==> config.mk <==
export PLATFORM = sky130hd
export DESIGN_NAME = pe_operand_feeder_flat
export DESIGN_NICKNAME = d
export VERILOG_FILES = /design/src/rtl/pe_pkg.sv /design/src/rtl/pe_operand_feeder_if.sv /design/src/rtl/pe_feeder_buf.sv /design/src/rtl/pe_operand_feeder.sv /design/src/flat_wrapper.sv
export SDC_FILE = /design/constraint.sdc
export NUM_CORES = 1
export LEC_CHECK = 0
export ABC_AREA = 1
export CORE_MARGIN = 2
export CORE_UTILIZATION = 50
export DETAILED_ROUTE_END_ITERATION = 16
export GPL_ROUTABILITY_DRIVEN = 0
export HOLD_SLACK_MARGIN = 0.06
export PLACE_DENSITY = 0.72
export SYNTH_ARGS = -nofsm -noshare
export SYNTH_HDL_FRONTEND = slang
export SYNTH_SLANG_ARGS = --single-unit
==> constraint.sdc <==
create_clock -name clk -period 3.5 [get_ports clk]
set_input_delay 0.35 -clock clk [delete_from_list [all_inputs] [get_ports clk]]
set_output_delay 0.35 -clock clk [all_outputs]
set_load 0.02 [all_outputs]
==> src/rtl/pe_pkg.sv <==
// Shared definitions for the PE operand feeders: default data width,
// feeder sequencing states and the operand bundle seen by one PE.
package pe_pkg;

    localparam int PE_DATA_W = 8;

    // Sequencing phases of a feeder: collect, load weight, replay A, drain, report.
    typedef enum logic [2:0] {
        FILL   = 3'd0,
        LOAD_B = 3'd1,
        STREAM = 3'd2,
        FLUSH  = 3'd3,
        DONE   = 3'd4
    } feeder_state_t;

    // Operand set presented to one PE input port group.
    typedef struct packed {
        logic [PE_DATA_W-1:0] a;
        logic [PE_DATA_W-1:0] b;
        logic                 b_en;
        logic [PE_DATA_W-1:0] psum;
    } pe_operand_t;

    // True while a feeder owns the PE (weight load, stream or drain).
    function automatic logic is_busy_state(input feeder_state_t s);
        return (s == LOAD_B) || (s == STREAM) || (s == FLUSH);
    endfunction

endpackage

==> src/rtl/pe_operand_feeder_if.sv <==
// Bundle of the feeder's upstream A stream, weight load port and PE-side
// operand outputs. PE_FEEDER_STALL_EN adds the pe_stall input.
interface pe_operand_feeder_if
    import pe_pkg::*;
#(
    parameter int DATA_W = PE_DATA_W
);
    logic              s_valid;
    logic              s_ready;
    logic [DATA_W-1:0] s_data;
    logic              s_last;
    logic              w_valid;
    logic [DATA_W-1:0] w_b;
    logic [DATA_W-1:0] w_psum;
    logic [DATA_W-1:0] pe_a;
    logic [DATA_W-1:0] pe_b;
    logic              pe_b_en;
    logic [DATA_W-1:0] pe_psum;
    logic              busy;
    logic              done;
`ifdef PE_FEEDER_STALL_EN
    logic              pe_stall;
`endif

    // Feeder side.
    modport slave (
`ifdef PE_FEEDER_STALL_EN
        input  pe_stall,
`endif
        input  s_valid, s_data, s_last, w_valid, w_b, w_psum,
        output s_ready, pe_a, pe_b, pe_b_en, pe_psum, busy, done
    );

    // Memory / PE-row side that drives the feeder.
    modport master (
`ifdef PE_FEEDER_STALL_EN
        output pe_stall,
`endif
        output s_valid, s_data, s_last, w_valid, w_b, w_psum,
        input  s_ready, pe_a, pe_b, pe_b_en, pe_psum, busy, done
    );

endinterface

==> src/rtl/pe_feeder_buf.sv <==
// A-operand burst store: DEPTH x DATA_W register file, filled in order
// from index 0, with a fill count and a combinational read port.
module pe_feeder_buf #(
    parameter int DATA_W = 8,
    parameter int DEPTH  = 8
) (
    input  logic                       clk,
    input  logic                       rst,
    input  logic                       i_wr_en,
    input  logic [DATA_W-1:0]          i_wr_data,
    input  logic                       i_clr,
    input  logic [$clog2(DEPTH)-1:0]   i_rd_idx,
    output logic [$clog2(DEPTH):0]     o_count,
    output logic [DATA_W-1:0]          o_rd_data
);
    localparam int AW    = $clog2(DEPTH);
    localparam int CNT_W = AW + 1;
    localparam logic [CNT_W-1:0] DEPTH_C = CNT_W'(DEPTH);

    logic [DATA_W-1:0] r_mem [DEPTH];
    logic [CNT_W-1:0]  r_count;
    logic              w_full;
    logic [DEPTH-1:0]  w_we;

    assign w_full = (r_count == DEPTH_C);

    // One write strobe per entry: the slot addressed by the current count.
    generate
        for (genvar gi = 0; gi < DEPTH; gi++) begin : g_we
            assign w_we[gi] = i_wr_en && !w_full && (r_count[AW-1:0] == AW'(gi));
        end
    endgenerate

    // Storage is never cleared; entries at or above the count are never read.
    always_ff @(posedge clk) begin
        for (int i = 0; i < DEPTH; i++) begin
            if (w_we[i]) begin
                r_mem[i] <= i_wr_data;
            end
        end
    end

    // Fill count: cleared at burst end or reset, saturates at DEPTH.
    always_ff @(posedge clk or posedge rst) begin
        if (rst) begin
            r_count <= '0;
        end else if (i_clr) begin
            r_count <= '0;
        end else if (i_wr_en && !w_full) begin
            r_count <= r_count + 1'b1;
        end
    end

    assign o_count   = r_count;
    assign o_rd_data = r_mem[i_rd_idx];

endmodule

==> src/rtl/pe_operand_feeder.sv <==
// Operand feeder for a single PE: buffers an A burst plus one B weight and
// partial-sum seed, then replays weight load, A stream and a zero flush.
// Optional macro PE_FEEDER_STALL_EN adds pe_stall, which freezes the replay.
module pe_operand_feeder
    import pe_pkg::*;
#(
    parameter int DATA_W    = PE_DATA_W,
    parameter int DEPTH     = 8,
    parameter int FLUSH_CYC = 2
) (
    input  logic               clk,
    input  logic               rst,
    pe_operand_feeder_if.slave ifc
);
    localparam int AW    = $clog2(DEPTH);
    localparam int CNT_W = AW + 1;
    localparam int FL_W  = $clog2(FLUSH_CYC) + 1;
    localparam logic [CNT_W-1:0] DEPTH_C = CNT_W'(DEPTH);
    localparam logic [FL_W-1:0]  FL_LAST = FL_W'(FLUSH_CYC - 1);

    feeder_state_t     r_state, w_state_next;
    logic              r_got_last, w_got_last_next;
    logic              r_w_ok, w_w_ok_next;
    logic [DATA_W-1:0] r_w_b, w_w_b_next;
    logic [DATA_W-1:0] r_w_psum, w_w_psum_next;
    logic [CNT_W-1:0]  r_idx, w_idx_next;
    logic [FL_W-1:0]   r_fl, w_fl_next;

    logic [DATA_W-1:0] r_pe_a, w_pe_a_next;
    logic [DATA_W-1:0] r_pe_b, w_pe_b_next;
    logic              r_pe_b_en, w_pe_b_en_next;
    logic [DATA_W-1:0] r_pe_psum, w_pe_psum_next;
    logic              r_busy, w_busy_next;
    logic              r_done, w_done_next;
    logic              r_s_ready, w_s_ready_next;

    logic [CNT_W-1:0]  w_count, w_count_next;
    logic [DATA_W-1:0] w_rd_data;
    logic              w_accept;
    logic              w_clr;
    logic              w_seq_active;
    logic              w_stall;

    assign w_accept     = ifc.s_valid && r_s_ready;
    assign w_clr        = (r_state == DONE);
    assign w_seq_active = is_busy_state(r_state);

`ifdef PE_FEEDER_STALL_EN
    assign w_stall = ifc.pe_stall && w_seq_active;
`else
    assign w_stall = 1'b0;
`endif

    pe_feeder_buf #(
        .DATA_W (DATA_W),
        .DEPTH  (DEPTH)
    ) u_buf (
        .clk       (clk),
        .rst       (rst),
        .i_wr_en   (w_accept),
        .i_wr_data (ifc.s_data),
        .i_clr     (w_clr),
        .i_rd_idx  (r_idx[AW-1:0]),
        .o_count   (w_count),
        .o_rd_data (w_rd_data)
    );

    // Next state, burst bookkeeping and next values of every output register.
    always_comb begin
        w_state_next    = r_state;
        w_got_last_next = r_got_last;
        w_w_ok_next     = r_w_ok;
        w_w_b_next      = r_w_b;
        w_w_psum_next   = r_w_psum;
        w_idx_next      = r_idx;
        w_fl_next       = r_fl;
        w_count_next    = w_count;
        w_pe_a_next     = '0;
        w_pe_b_next     = r_pe_b;
        w_pe_b_en_next  = 1'b0;
        w_pe_psum_next  = '0;
        w_busy_next     = w_seq_active;
        w_done_next     = (r_state == DONE);

        case (r_state)
            FILL: begin
                if (w_accept) begin
                    w_count_next = w_count + 1'b1;
                    // Filling the last slot closes the burst even without s_last.
                    if (ifc.s_last || (w_count == DEPTH_C - 1'b1)) begin
                        w_got_last_next = 1'b1;
                    end
                end
                if (ifc.w_valid) begin
                    w_w_b_next    = ifc.w_b;
                    w_w_psum_next = ifc.w_psum;
                    w_w_ok_next   = 1'b1;
                end
                // Flags are registered, so a burst completed this cycle exits next edge.
                if (r_got_last && r_w_ok) begin
                    w_state_next = LOAD_B;
                end
            end
            LOAD_B: begin
                w_pe_b_next    = r_w_b;
                w_pe_b_en_next = 1'b1;
                w_idx_next     = '0;
                w_state_next   = STREAM;
            end
            STREAM: begin
                w_pe_a_next    = w_rd_data;
                w_pe_b_next    = r_w_b;
                w_pe_psum_next = r_w_psum;
                w_idx_next     = r_idx + 1'b1;
                w_fl_next      = '0;
                if (r_idx == w_count - 1'b1) begin
                    w_state_next = FLUSH;
                end
            end
            FLUSH: begin
                w_fl_next = r_fl + 1'b1;
                if (r_fl == FL_LAST) begin
                    w_state_next = DONE;
                end
            end
            DONE: begin
                w_count_next    = '0;
                w_got_last_next = 1'b0;
                w_w_ok_next     = 1'b0;
                w_state_next    = FILL;
            end
            default: begin
                w_state_next = FILL;
            end
        endcase

        // A stall holds the sequence position and the PE operands, but never
        // re-fires the B latch.
        if (w_stall) begin
            w_state_next   = r_state;
            w_idx_next     = r_idx;
            w_fl_next      = r_fl;
            w_pe_a_next    = r_pe_a;
            w_pe_b_next    = r_pe_b;
            w_pe_psum_next = r_pe_psum;
            w_pe_b_en_next = 1'b0;
        end

        // Registered ready must reflect the state the next cycle will be in.
        w_s_ready_next = (w_state_next == FILL) && !w_got_last_next &&
                         (w_count_next < DEPTH_C);
    end

    // State, burst flags, weight/seed and sequence counters.
    always_ff @(posedge clk or posedge rst) begin
        if (rst) begin
            r_state    <= FILL;
            r_got_last <= 1'b0;
            r_w_ok     <= 1'b0;
            r_w_b      <= '0;
            r_w_psum   <= '0;
            r_idx      <= '0;
            r_fl       <= '0;
        end else begin
            r_state    <= w_state_next;
            r_got_last <= w_got_last_next;
            r_w_ok     <= w_w_ok_next;
            r_w_b      <= w_w_b_next;
            r_w_psum   <= w_w_psum_next;
            r_idx      <= w_idx_next;
            r_fl       <= w_fl_next;
        end
    end

    // Output registers; reset drops every PE operand to zero at once.
    always_ff @(posedge clk or posedge rst) begin
        if (rst) begin
            r_pe_a    <= '0;
            r_pe_b    <= '0;
            r_pe_b_en <= 1'b0;
            r_pe_psum <= '0;
            r_busy    <= 1'b0;
            r_done    <= 1'b0;
            r_s_ready <= 1'b0;
        end else begin
            r_pe_a    <= w_pe_a_next;
            r_pe_b    <= w_pe_b_next;
            r_pe_b_en <= w_pe_b_en_next;
            r_pe_psum <= w_pe_psum_next;
            r_busy    <= w_busy_next;
            r_done    <= w_done_next;
            r_s_ready <= w_s_ready_next;
        end
    end

    assign ifc.pe_a    = r_pe_a;
    assign ifc.pe_b    = r_pe_b;
    assign ifc.pe_b_en = r_pe_b_en;
    assign ifc.pe_psum = r_pe_psum;
    assign ifc.busy    = r_busy;
    assign ifc.done    = r_done;
    assign ifc.s_ready = r_s_ready;

endmodule

==> src/flat_wrapper.sv <==
// flat-port wrapper written by rule: the top's interface ports become plain ports
module pe_operand_feeder_flat import pe_pkg::*;
#(
    parameter int DATA_W    = PE_DATA_W,
    parameter int DEPTH     = 8,
    parameter int FLUSH_CYC = 2
)
  (clk, rst, ifc_s_valid, ifc_s_data, ifc_s_last, ifc_w_valid, ifc_w_b, ifc_w_psum, ifc_s_ready, ifc_pe_a, ifc_pe_b, ifc_pe_b_en, ifc_pe_psum, ifc_busy, ifc_done);
  pe_operand_feeder_if #(.DATA_W(DATA_W)) ifc_i ();
  input  logic clk;
  input  logic rst;
  input wire logic [$bits(ifc_i.s_valid)-1:0] ifc_s_valid;
  input wire logic [$bits(ifc_i.s_data)-1:0] ifc_s_data;
  input wire logic [$bits(ifc_i.s_last)-1:0] ifc_s_last;
  input wire logic [$bits(ifc_i.w_valid)-1:0] ifc_w_valid;
  input wire logic [$bits(ifc_i.w_b)-1:0] ifc_w_b;
  input wire logic [$bits(ifc_i.w_psum)-1:0] ifc_w_psum;
  output wire logic [$bits(ifc_i.s_ready)-1:0] ifc_s_ready;
  output wire logic [$bits(ifc_i.pe_a)-1:0] ifc_pe_a;
  output wire logic [$bits(ifc_i.pe_b)-1:0] ifc_pe_b;
  output wire logic [$bits(ifc_i.pe_b_en)-1:0] ifc_pe_b_en;
  output wire logic [$bits(ifc_i.pe_psum)-1:0] ifc_pe_psum;
  output wire logic [$bits(ifc_i.busy)-1:0] ifc_busy;
  output wire logic [$bits(ifc_i.done)-1:0] ifc_done;
  assign ifc_i.s_valid = ifc_s_valid;
  assign ifc_i.s_data = ifc_s_data;
  assign ifc_i.s_last = ifc_s_last;
  assign ifc_i.w_valid = ifc_w_valid;
  assign ifc_i.w_b = ifc_w_b;
  assign ifc_i.w_psum = ifc_w_psum;
  assign ifc_s_ready = ifc_i.s_ready;
  assign ifc_pe_a = ifc_i.pe_a;
  assign ifc_pe_b = ifc_i.pe_b;
  assign ifc_pe_b_en = ifc_i.pe_b_en;
  assign ifc_pe_psum = ifc_i.pe_psum;
  assign ifc_busy = ifc_i.busy;
  assign ifc_done = ifc_i.done;
  pe_operand_feeder #(.DATA_W(DATA_W), .DEPTH(DEPTH), .FLUSH_CYC(FLUSH_CYC)) u_core (.clk(clk), .rst(rst), .ifc(ifc_i));
endmodule
==> flow_metrics.env <==
export IMPL_clock_latency_ns=0.52
export IMPL_cap_violations=0
export IMPL_startpoint_type="register"
export IMPL_drive_above_1_share=0.1016
export IMPL_grt_use_total=0.2046
export IMPL_wl_per_cell_microns=15.53
export IMPL_initial_core_util=0.5183
export IMPL_io_pins=57
export IMPL_hold_class="in2async"
export IMPL_crit_path_start="u_core.u_buf.o_count[0]"
export IMPL_setup_tns_ns=0
export IMPL_cts_buffers=17
export IMPL_cts_max_level=4
export IMPL_irDropWorstVdd_mv=0.3805
export IMPL_dieArea_sq_um=11050
export IMPL_relSlewSlack=0.3222
export IMPL_numPortBuffers=56
export IMPL_grt_max_degree=60
export IMPL_seqPwrFrac=0.366
export IMPL_crit_required_ns=3.64
export IMPL_rr_endpoint="u_core.u_buf.r_mem[2][4]"
export IMPL_overflow=0
export IMPL_antenna_found_initial=0
export IMPL_syn_nets=515
export IMPL_slew_viol_final=0
export IMPL_ys_top_cells_by_area="edfxtp_1 (38%), dfrtp_1 (29%), nor2_1 (7.2%)"
export IMPL_cts_resized=0
export IMPL_r2r_start="u_core.u_buf.o_count[0]"
export IMPL_synthCells=476
export IMPL_hold_viol_final=0
export IMPL_syn_to_final_growth_pct=24.06
export IMPL_switching_share=0.3449
export IMPL_ys_warn_count=0
export IMPL_avgViaCountPerCell=5.041
export IMPL_die_y_microns=105.1
export IMPL_power_density_nw_per_um2=883.1
export IMPL_cts_tree="done"
export IMPL_core_area_sq_um=9864
export IMPL_cts_setup_buffers=0
export IMPL_hold_buffers=0
export IMPL_worst_slew_pin_slew_ns=1.009
export IMPL_dieWidth_microns=105.1
export IMPL_power_total_mw=5.601
export IMPL_vias=3448
export IMPL_hold_ws_ns=0.3740
export IMPL_p_int_mw=3.669
export IMPL_rr_worst_depth=5
export IMPL_crit_path_end_kind="register"
export IMPL_n_antenna_cell=0
export IMPL_setup_viol=0
export IMPL_total_leakage_power_nw=2.753
export IMPL_worst_endpoint_arrival_ns=2.47
export IMPL_combPwrFrac=0.319
export IMPL_fin_skew_ns=0.006472
export IMPL_clk_pin_slew_ns=0.06
export IMPL_cts_path_max_buffers=2
export IMPL_cp_max_fo=9
export IMPL_switchingPower_mw=1.932
export IMPL_drc=0
export IMPL_rsz0062_at_grt="no"
export IMPL_critPathKind="reg2reg"
export IMPL_ys_ff_latch=123
export IMPL_rrSetupSlack_ns=1.17
export IMPL_synth_top_area_cell="edfxtp_1"
export IMPL_cts_root_buf="clkbuf_8"
export IMPL_nets=577
export IMPL_dr_pass1_iters=4
export IMPL_syn_avg_cell_area_sq_um=10.74
export IMPL_synth_yosys_seq_area_share=0.6647
export IMPL_cts_sinks=123
export IMPL_post_route_min_period_ns=2.333
export IMPL_status="complete, no violations"
export IMPL_endpoint="u_core.u_buf.r_mem[2][4]"
export IMPL_period_share=0.6666
export IMPL_grt_pass1_vias=3474
export IMPL_fin_util=0.6429
export IMPL_totalWireLength_microns=10630
export IMPL_fp_row_count=36
export IMPL_max_freq_mhz=428.6
export IMPL_drt_iter0_markers=211
export IMPL_grt_pass1_wl_microns=17090
export IMPL_synth_area_sq_um=5112
export IMPL_postRouteAntennaNets=0
export IMPL_netlist_cell_type_count=25
export IMPL_clockPowerShare=0.315
export IMPL_dpl_hpwl_microns=6741
export IMPL_synth_top_area_share=0.3759
## metrics by stage
stage | instances | instance area [sq um] | setup slack [ns]
global placement | 652 | 5717 | 1.175
floorplan | 476 | 5112 | 1.526
global route | 684 | 6342 | 0.9549
CTS | 684 | 6342 | 1.175
finish | 684 | 6342 | 1.167
detailed placement | 652 | 5717 | 1.103
## synth_stat cells
| cell type | count |
|---|---|
| ha_1 | 10 |
| o21ai_0 | 9 |
| xnor2_1 | 3 |
| nand2_1 | 76 |
| inv_2 | 5 |
| nand3_2 | 2 |
| nand3_1 | 20 |
| o22ai_1 | 2 |
| nand2_2 | 1 |
| xor2_1 | 1 |
| o211ai_1 | 8 |
| nor3_1 | 5 |
| nand3b_1 | 1 |
| edfxtp_1 | 64 |
| inv_1 | 49 |
| o21ai_1 | 24 |
| buf_6 | 10 |
| nor2_2 | 1 |
| a21oi_1 | 10 |
| nand4_1 | 1 |
| buf_2 | 5 |
| dfrtp_1 | 59 |
| buf_4 | 3 |
| o21ai_2 | 9 |
| nor2_1 | 98 |
## power groups by stage
| stage | clock network, mW | registers, mW | logic, mW |
|---|---|---|---|
| 2_1_floorplan | 0 | 2.14 | 1.21 |
| 3_3_place_gp | 0 | 2.06 | 1.72 |
| 3_5_place_dp | 0 | 2.07 | 1.76 |
| 5_1_grt | 1.86 | 2.09 | 2.00 |
| 6_report | 1.76 | 2.05 | 1.78 |
| 4_1_cts | 1.78 | 2.05 | 1.79 |
## cell families (layout without fill, tap and decap cells)
group | count (synthesis) | count (layout) | share of synthesized area
flip-flops | 123 | 123 | 0.6647
AO/OA/AOI/OAI | 62 | 62 | 0.07171
AND/OR/NAND/NOR | 205 | 205 | 0.1613
XOR/XNOR | 4 | 4 | 0.006854
adder cells (fa/ha/maj) | 10 | 10 | 0.02447
buffers and inverters | 72 | 147 | 0.07097
## final cells by class
type / instances / area [sq um]
timing repair buffer: 61 / 598.1
fill: 723 / 3522
multi-input combinational: 281 / 1351
tap: 133 / 166.4
sequential: 123 / 3398
clock buffer: 25 / 558.0
inverter: 54 / 202.7
clock inverter: 7 / 67.56
## worst max-delay path, cell delays in order (launching register included)
cell and delay, ns:
dfrtp_1 0.48, inv_1 0.14, ha_1 0.26, nand3_1 0.14, nand2_2 0.15, nor3_1 0.80
## flip-flops by register name, summed over array words and instances (netlist names)
signal and cells:
u_core.r_fl 2, u_core.u_buf.r_mem 64, u_core.ifc.done 1, u_core.r_idx 4, u_core.ifc.busy 1, u_core.u_buf.o_count 4
u_core.r_w_ok 1, u_core.r_state 3, u_core.r_w_psum 8, u_core.ifc.pe_psum 8, u_core.ifc.s_ready 1, u_core.ifc.pe_b 8
u_core.r_w_b 8, u_core.ifc.pe_b_en 1, u_core.r_got_last 1, u_core.ifc.pe_a 8
## metal layers
metal / vias to the layer above / track usage / wire length, microns
met5: - / 0 / 0
met1: 1662 / 0.2640 / 4708
met2: 100 / 0.3293 / 5291
li1: 1671 / - / -
met3: 15 / 0.06363 / 481
met4: 0 / 0.06952 / 144
## placed cells by master (no fill, tap or decap), types with 5 or more instances in the layout
master,instances
inv_1,48
dfrtp_1,59
nand3_1,20
o211ai_1,8
nor2_1,98
o21ai_2,9
o21ai_1,24
clkdlybuf4s50_1,56
clkbuf_16,19
o21ai_0,9
inv_2,6
buf_4,5
edfxtp_1,64
clkbuf_8,6
nor3_1,5
nand2_1,76
a21oi_1,10
ha_1,10
## worst min path at each step
stage	end	slack [ns]	depth (start not counted)
2_1_floorplan	u_core.u_buf.r_mem[0][0]	0.45	0
3_3_place_gp	u_core.ifc.pe_b[5]	0.45	2
3_5_place_dp	u_core.ifc.pe_b[6]	0.46	2
4_1_cts	u_core.r_w_b[4]	0.37	3
5_1_grt	u_core.r_w_b[4]	0.38	3
6_report	u_core.ifc.pe_b[3]	0.37	3
Power figures use the tool's default switching activity.
